`config.mk`:
```
export PLATFORM = sky130hd
export DESIGN_NAME = uart_tx_fifo
export DESIGN_NICKNAME = d
export VERILOG_FILES = /design/src/rtl/uart_tx_fifo.sv
export SDC_FILE = /design/constraint.sdc
export NUM_CORES = 1
export LEC_CHECK = 0
export BUFFER_PORTS_ARGS = -buffer_cell sky130_fd_sc_hd__clkbuf_2
export CORE_AREA = 4 4 116 118
export DETAILED_ROUTE_END_ITERATION = 8
export DIE_AREA = 0 0 120 122
export MAX_ROUTING_LAYER = met4
export PLACE_DENSITY = 0.46
export SYNTH_ARGS = -nofsm -noshare
export SYNTH_HDL_FRONTEND = slang
export SYNTH_SLANG_ARGS = --single-unit
```
`constraint.sdc`:
```
create_clock -name clk -period 9.2 [get_ports clk]
set_clock_uncertainty 0.1 [all_clocks]
set_input_delay 0.46 -clock clk [delete_from_list [all_inputs] [get_ports clk]]
set_output_delay 0.46 -clock clk [all_outputs]
set_load 0.02 [all_outputs]
```
`src/rtl/uart_tx_fifo.sv`:
```
// Buffered 8N1 UART transmitter: valid/ready byte FIFO feeding an LSB-first serialiser.
// Frames go out back-to-back with no idle gap while bytes are queued.
module uart_tx_fifo #(
  parameter int unsigned CLK_PER_BIT = 217,
  parameter int unsigned FIFO_DEPTH  = 4
) (
  input  logic                         clk,
  input  logic                         rst,
  input  logic [7:0]                   data_in,
  input  logic                         data_valid,
  output logic                         data_ready,
  output logic                         txd,
  output logic                         busy,
  output logic [$clog2(FIFO_DEPTH):0]  level
);

  localparam int unsigned AW = $clog2(FIFO_DEPTH);
  localparam int unsigned LW = AW + 1;
  localparam int unsigned DW = (CLK_PER_BIT > 2) ? $clog2(CLK_PER_BIT) : 1;
  localparam logic [DW-1:0] DIV_RELOAD = DW'(CLK_PER_BIT - 1);
  localparam logic [LW-1:0] LEVEL_FULL = LW'(FIFO_DEPTH);

  typedef enum logic [1:0] {
    S_IDLE,
    S_START,
    S_DATA,
    S_STOP
  } state_t;

  state_t         r_state;
  logic [DW-1:0]  r_div;
  logic [2:0]     r_bit_cnt;
  logic [7:0]     r_shift;
  logic           r_txd;
  logic           r_busy;
  logic [AW-1:0]  r_wr_ptr;
  logic [AW-1:0]  r_rd_ptr;
  logic [LW-1:0]  r_level;
  logic [7:0]     r_mem [FIFO_DEPTH];

  state_t         w_state_nxt;
  logic [DW-1:0]  w_div_nxt;
  logic [2:0]     w_bit_nxt;
  logic [7:0]     w_shift_nxt;
  logic           w_txd_nxt;
  logic           w_busy_nxt;
  logic [LW-1:0]  w_level_nxt;
  logic           w_ready;
  logic           w_push;
  logic           w_pop;
  logic           w_div_zero;
  logic           w_queued;

  assign w_ready    = (r_level != LEVEL_FULL);
  assign w_push     = data_valid && w_ready;
  assign w_div_zero = (r_div == '0);
  assign w_queued   = (r_level != '0);

  // Next-state, serialiser and pop decision; txd is computed one edge ahead of the pin.
  always_comb begin
    w_state_nxt = r_state;
    w_div_nxt   = r_div;
    w_bit_nxt   = r_bit_cnt;
    w_shift_nxt = r_shift;
    w_txd_nxt   = r_txd;
    w_pop       = 1'b0;

    case (r_state)
      S_IDLE: begin
        if (w_queued) begin
          w_pop       = 1'b1;
          w_state_nxt = S_START;
          w_shift_nxt = r_mem[r_rd_ptr];
          w_bit_nxt   = '0;
          w_div_nxt   = DIV_RELOAD;
          w_txd_nxt   = 1'b0;
        end
      end
      S_START: begin
        if (w_div_zero) begin
          w_state_nxt = S_DATA;
          w_div_nxt   = DIV_RELOAD;
          w_txd_nxt   = r_shift[0];
          w_shift_nxt = {1'b0, r_shift[7:1]};
        end else begin
          w_div_nxt = r_div - DW'(1);
        end
      end
      S_DATA: begin
        if (w_div_zero) begin
          w_div_nxt = DIV_RELOAD;
          if (r_bit_cnt == 3'd7) begin
            w_state_nxt = S_STOP;
            w_txd_nxt   = 1'b1;
          end else begin
            w_txd_nxt   = r_shift[0];
            w_shift_nxt = {1'b0, r_shift[7:1]};
            w_bit_nxt   = r_bit_cnt + 3'd1;
          end
        end else begin
          w_div_nxt = r_div - DW'(1);
        end
      end
      S_STOP: begin
        if (w_div_zero) begin
          if (w_queued) begin
            w_pop       = 1'b1;
            w_state_nxt = S_START;
            w_shift_nxt = r_mem[r_rd_ptr];
            w_bit_nxt   = '0;
            w_div_nxt   = DIV_RELOAD;
            w_txd_nxt   = 1'b0;
          end else begin
            w_state_nxt = S_IDLE;
            w_txd_nxt   = 1'b1;
          end
        end else begin
          w_div_nxt = r_div - DW'(1);
        end
      end
      default: begin
        w_state_nxt = S_IDLE;
        w_txd_nxt   = 1'b1;
      end
    endcase

    w_level_nxt = r_level + LW'(w_push) - LW'(w_pop);
    w_busy_nxt  = (w_state_nxt != S_IDLE) || (w_level_nxt != '0);
  end

  always_ff @(posedge clk) begin
    if (rst) begin
      r_state   <= S_IDLE;
      r_div     <= '0;
      r_bit_cnt <= '0;
      r_shift   <= '0;
      r_txd     <= 1'b1;
      r_busy    <= 1'b0;
      r_wr_ptr  <= '0;
      r_rd_ptr  <= '0;
      r_level   <= '0;
    end else begin
      r_state   <= w_state_nxt;
      r_div     <= w_div_nxt;
      r_bit_cnt <= w_bit_nxt;
      r_shift   <= w_shift_nxt;
      r_txd     <= w_txd_nxt;
      r_busy    <= w_busy_nxt;
      r_level   <= w_level_nxt;
      if (w_push) r_wr_ptr <= r_wr_ptr + AW'(1);
      if (w_pop)  r_rd_ptr <= r_rd_ptr + AW'(1);
    end
  end

  // Storage needs no reset; the pointers and level define what is valid.
  always_ff @(posedge clk) begin
    if (w_push && !rst) r_mem[r_wr_ptr] <= data_in;
  end

  assign data_ready = w_ready;
  assign txd        = r_txd;
  assign busy       = r_busy;
  assign level      = r_level;

endmodule
```
==> reports/metrics.yaml <==
synthesis:
  ys_types: 52
  synth_nets: 290
  async_flop_share: 0
  syn_avg_cell_area_um2: 11.64
  yosys.area_share.simple: 0.1221
  synthAdderAreaFrac: 0.06352
  netlist_area_um2: 3073
  synth-xor-area-share: 0.01018
  synth.area.mux_share: 0.08510
  synth_ff_type: "edfxtp_1"
  synth_compound_area_frac: 0.1604
  synthCells: 264
  ys_seq_area_frac: 0.5212
  synth_edf_count: 32
  synth_top_family_by_area: "compound AO/OA/AOI/OAI gates"
  synth-seq-cells: 64
  yosys_warnings: 0
timing:
  period_share: 0.4333
  fin_crit_ns: 3.986
  drv_slew: 0
  hold_violations: 0
  fmax_mhz: 250.8
  setup_tns_ns: 0
  worstMarginPinSlew_ns: 1.084
  whs_ns: 0.2469
  layout_setup_ws_ns: 5.214
  grt_setup_unrepaired: "false"
  maxSlewHeadroom: 0.2715
  setup_viol: 0
worst_setup_path:
  r2r_slack_ns: 5.21
  start_kind: "register"
  cp.required_ns: 9.28
  critPathCaptureType: "register"
  arrival_ns: 4.07
  cp_max_fo: 11
  critical_path_class: "register to register"
clock_network:
  cts.root.buffer_cell: "clkbuf_16"
  ctsHtreeMaxLevel: 3
  clock_path_buffers: 2
  clock_latency_ns: 0.33
  cts_hold_buf: 0
  clock_sinks: 64
  cts_resized: 0
  clkTransAtPathRegs_ns: 0.06
  cts_tree: "yes"
  cts_made_buffers: 9
  cts_setup_buffers: 0
global_routing:
  grt.total_usage: 0.09828
  grt_overflow: 0
  antenna_found_initial: 0
  grt_pass1_wl_um: 10800
  grt_pass1_vias: 2090
  grt_max_degree: 31
route:
  dr.pass1.iters: 4
  dr.first_iter.drc_count: 106
  routed_wl_um: 6384
  vias: 2060
  antenna_left: 0
  wl_per_cell_um: 14.12
  drt-vias-per-instance: 4.558
  post-route-drc-count: 0
status:
  status: "finished clean"
min_path:
  hp-class: "primary input to register"
die:
  num_rows: 41
  die-area_um2: 14640
  die_w_um: 120
  start_util: 0.2465
  io_pins: 17
  die_height_um: 122
  core_um2: 12470
power_and_ir_drop:
  intPower_mw: 0.7352
  swShare: 0.3680
  pwr-share-clk: 0.297
  switching_power_mw: 0.4280
  combPwrFrac: 0.358
  p_seq_frac: 0.345
  p_leak_nw: 1.240
  power_density_nw_per_um2: 323.2
  peakVddDrop_uv: 112.2
finish:
  antennaDiodeCount: 0
  drive_above_1_share: 0.1750
  nNetsFinal: 301
  area_growth_pct: 17.10
  design_area_um2: 3598
  finalNonFillerCells: 452
  layout_common_cells: "dfxtp_1 (32), edfxtp_1 (32), a21oi_1 (22)"
placed_design:
  place_inst: 436
  preCtsSetupSlack_ns: 5.266
  routabilityCongestion: 0.8003
  dpl_cell_area_um2: 3294
  place_hpwl_um: 4210
  numPortBuffers: 16
run:
  drv_cap: 0
==> kinds of logic after synthesis <==
| group | count (synthesis) |
|---|---|
| AO/OA/AOI/OAI | 73 |
| XOR/XNOR | 2 |
| AND/OR/NAND/NOR | 67 |
| flip-flops | 64 |
| buffers and inverters | 27 |
| multiplexers | 16 |
| adder cells (fa/ha/maj) | 15 |
==> critical path: stages, from the launching register on <==
cell and delay, ns:
dfxtp_1 0.34, inv_1 0.09, ha_1 0.26, nor4b_2 0.76
a31oi_1 0.31, nor3_1 0.26, ha_1 0.26, inv_1 0.06
ha_1 0.15, fa_1 0.42, or3_1 0.35, a2111oi_0 0.34
o22ai_1 0.15
==> final cells by class <==
cell class / count / area [um2]
Clock buffer: 9 / 225.2
Clock inverter: 7 / 78.83
Fill cell: 1256 / 8867
Inverter: 11 / 41.29
Multi-Input combinational cell: 173 / 1356
Sequential cell: 64 / 1602
Tap cell: 172 / 215.2
Timing Repair Buffer: 16 / 80.08
==> final timing paths <==
kind	from	end	cells past startpoint
setup / recovery	r_div[0]$_SDFF_PP0_	busy$_SDFF_PP0_	12
hold / removal	data_in[4]	r_mem[2][4]$_DFFE_PP_	1
setup reg to reg	r_div[0]$_SDFF_PP0_	busy$_SDFF_PP0_	12
hold reg to reg	txd$_SDFFE_PP1P_	txd$_SDFFE_PP1P_	2
==> registers in the layout (all words and copies together) (netlist names), named ones only <==
signal / cells
r_mem: 32
level: 3
r_div: 8
busy: 1
r_state: 2
r_wr_ptr: 2
r_shift: 8
txd: 1
r_bit_cnt: 3
r_rd_ptr: 2
==> synth_stat cells (2+ instances only) <==
cell,count,share of area
a31oi_1,2,0.0041
o311ai_0,2,0.0057
mux2i_1,7,0.023
o31ai_1,4,0.0098
o41ai_1,3,0.0086
buf_2,8,0.013
a311oi_1,7,0.020
dfxtp_1,32,0.21
edfxtp_1,32,0.31
nor2b_1,3,0.0061
a211oi_1,3,0.0073
mux4_2,8,0.059
nand2b_1,2,0.0041
nor2_1,16,0.020
or4_1,3,0.0073
and2_1,6,0.012
clkbuf_1,7,0.0086
ha_1,14,0.057
inv_1,11,0.013
a21oi_1,22,0.036
a32oi_1,2,0.0057
nand3_1,4,0.0065
or3_1,3,0.0061
nand2_1,15,0.018
o21a_1,2,0.0049
o21ai_0,10,0.016
nor3_1,6,0.0098
o211ai_1,6,0.015
==> per-stage QoR <==
step / power, mW / utilization
after global routing: 1.253 / 0.2887
after global placement: 0.8268 / 0.2643
after floorplan: 0.7303 / -
final: 1.163 / 0.2887
after detailed placement: 0.8252 / 0.2643
after CTS: 1.178 / 0.2887
==> layer usage <==
metal  part of all wire  track usage  routed length [um]  up-vias
met5                  0            -                   0        -
met1               0.46       0.1192                2948      985
met4              0.014      0.03221                  91        0
met2               0.49       0.1531                3098       31
li1                   -            -                   -     1037
met3              0.038      0.03528                 244        7
==> power groups by stage <==
| stage | clock, mW | sequential (mW) | combinational (mW) |
|---|---|---|---|
| after floorplan | 0 | 0.398 | 0.332 |
| after global placement | 0 | 0.408 | 0.418 |
| after detailed placement | 0 | 0.408 | 0.417 |
| after CTS | 0.356 | 0.403 | 0.420 |
| after global routing | 0.372 | 0.410 | 0.471 |
| final | 0.346 | 0.402 | 0.416 |
Power figures use the tool's default switching activity.
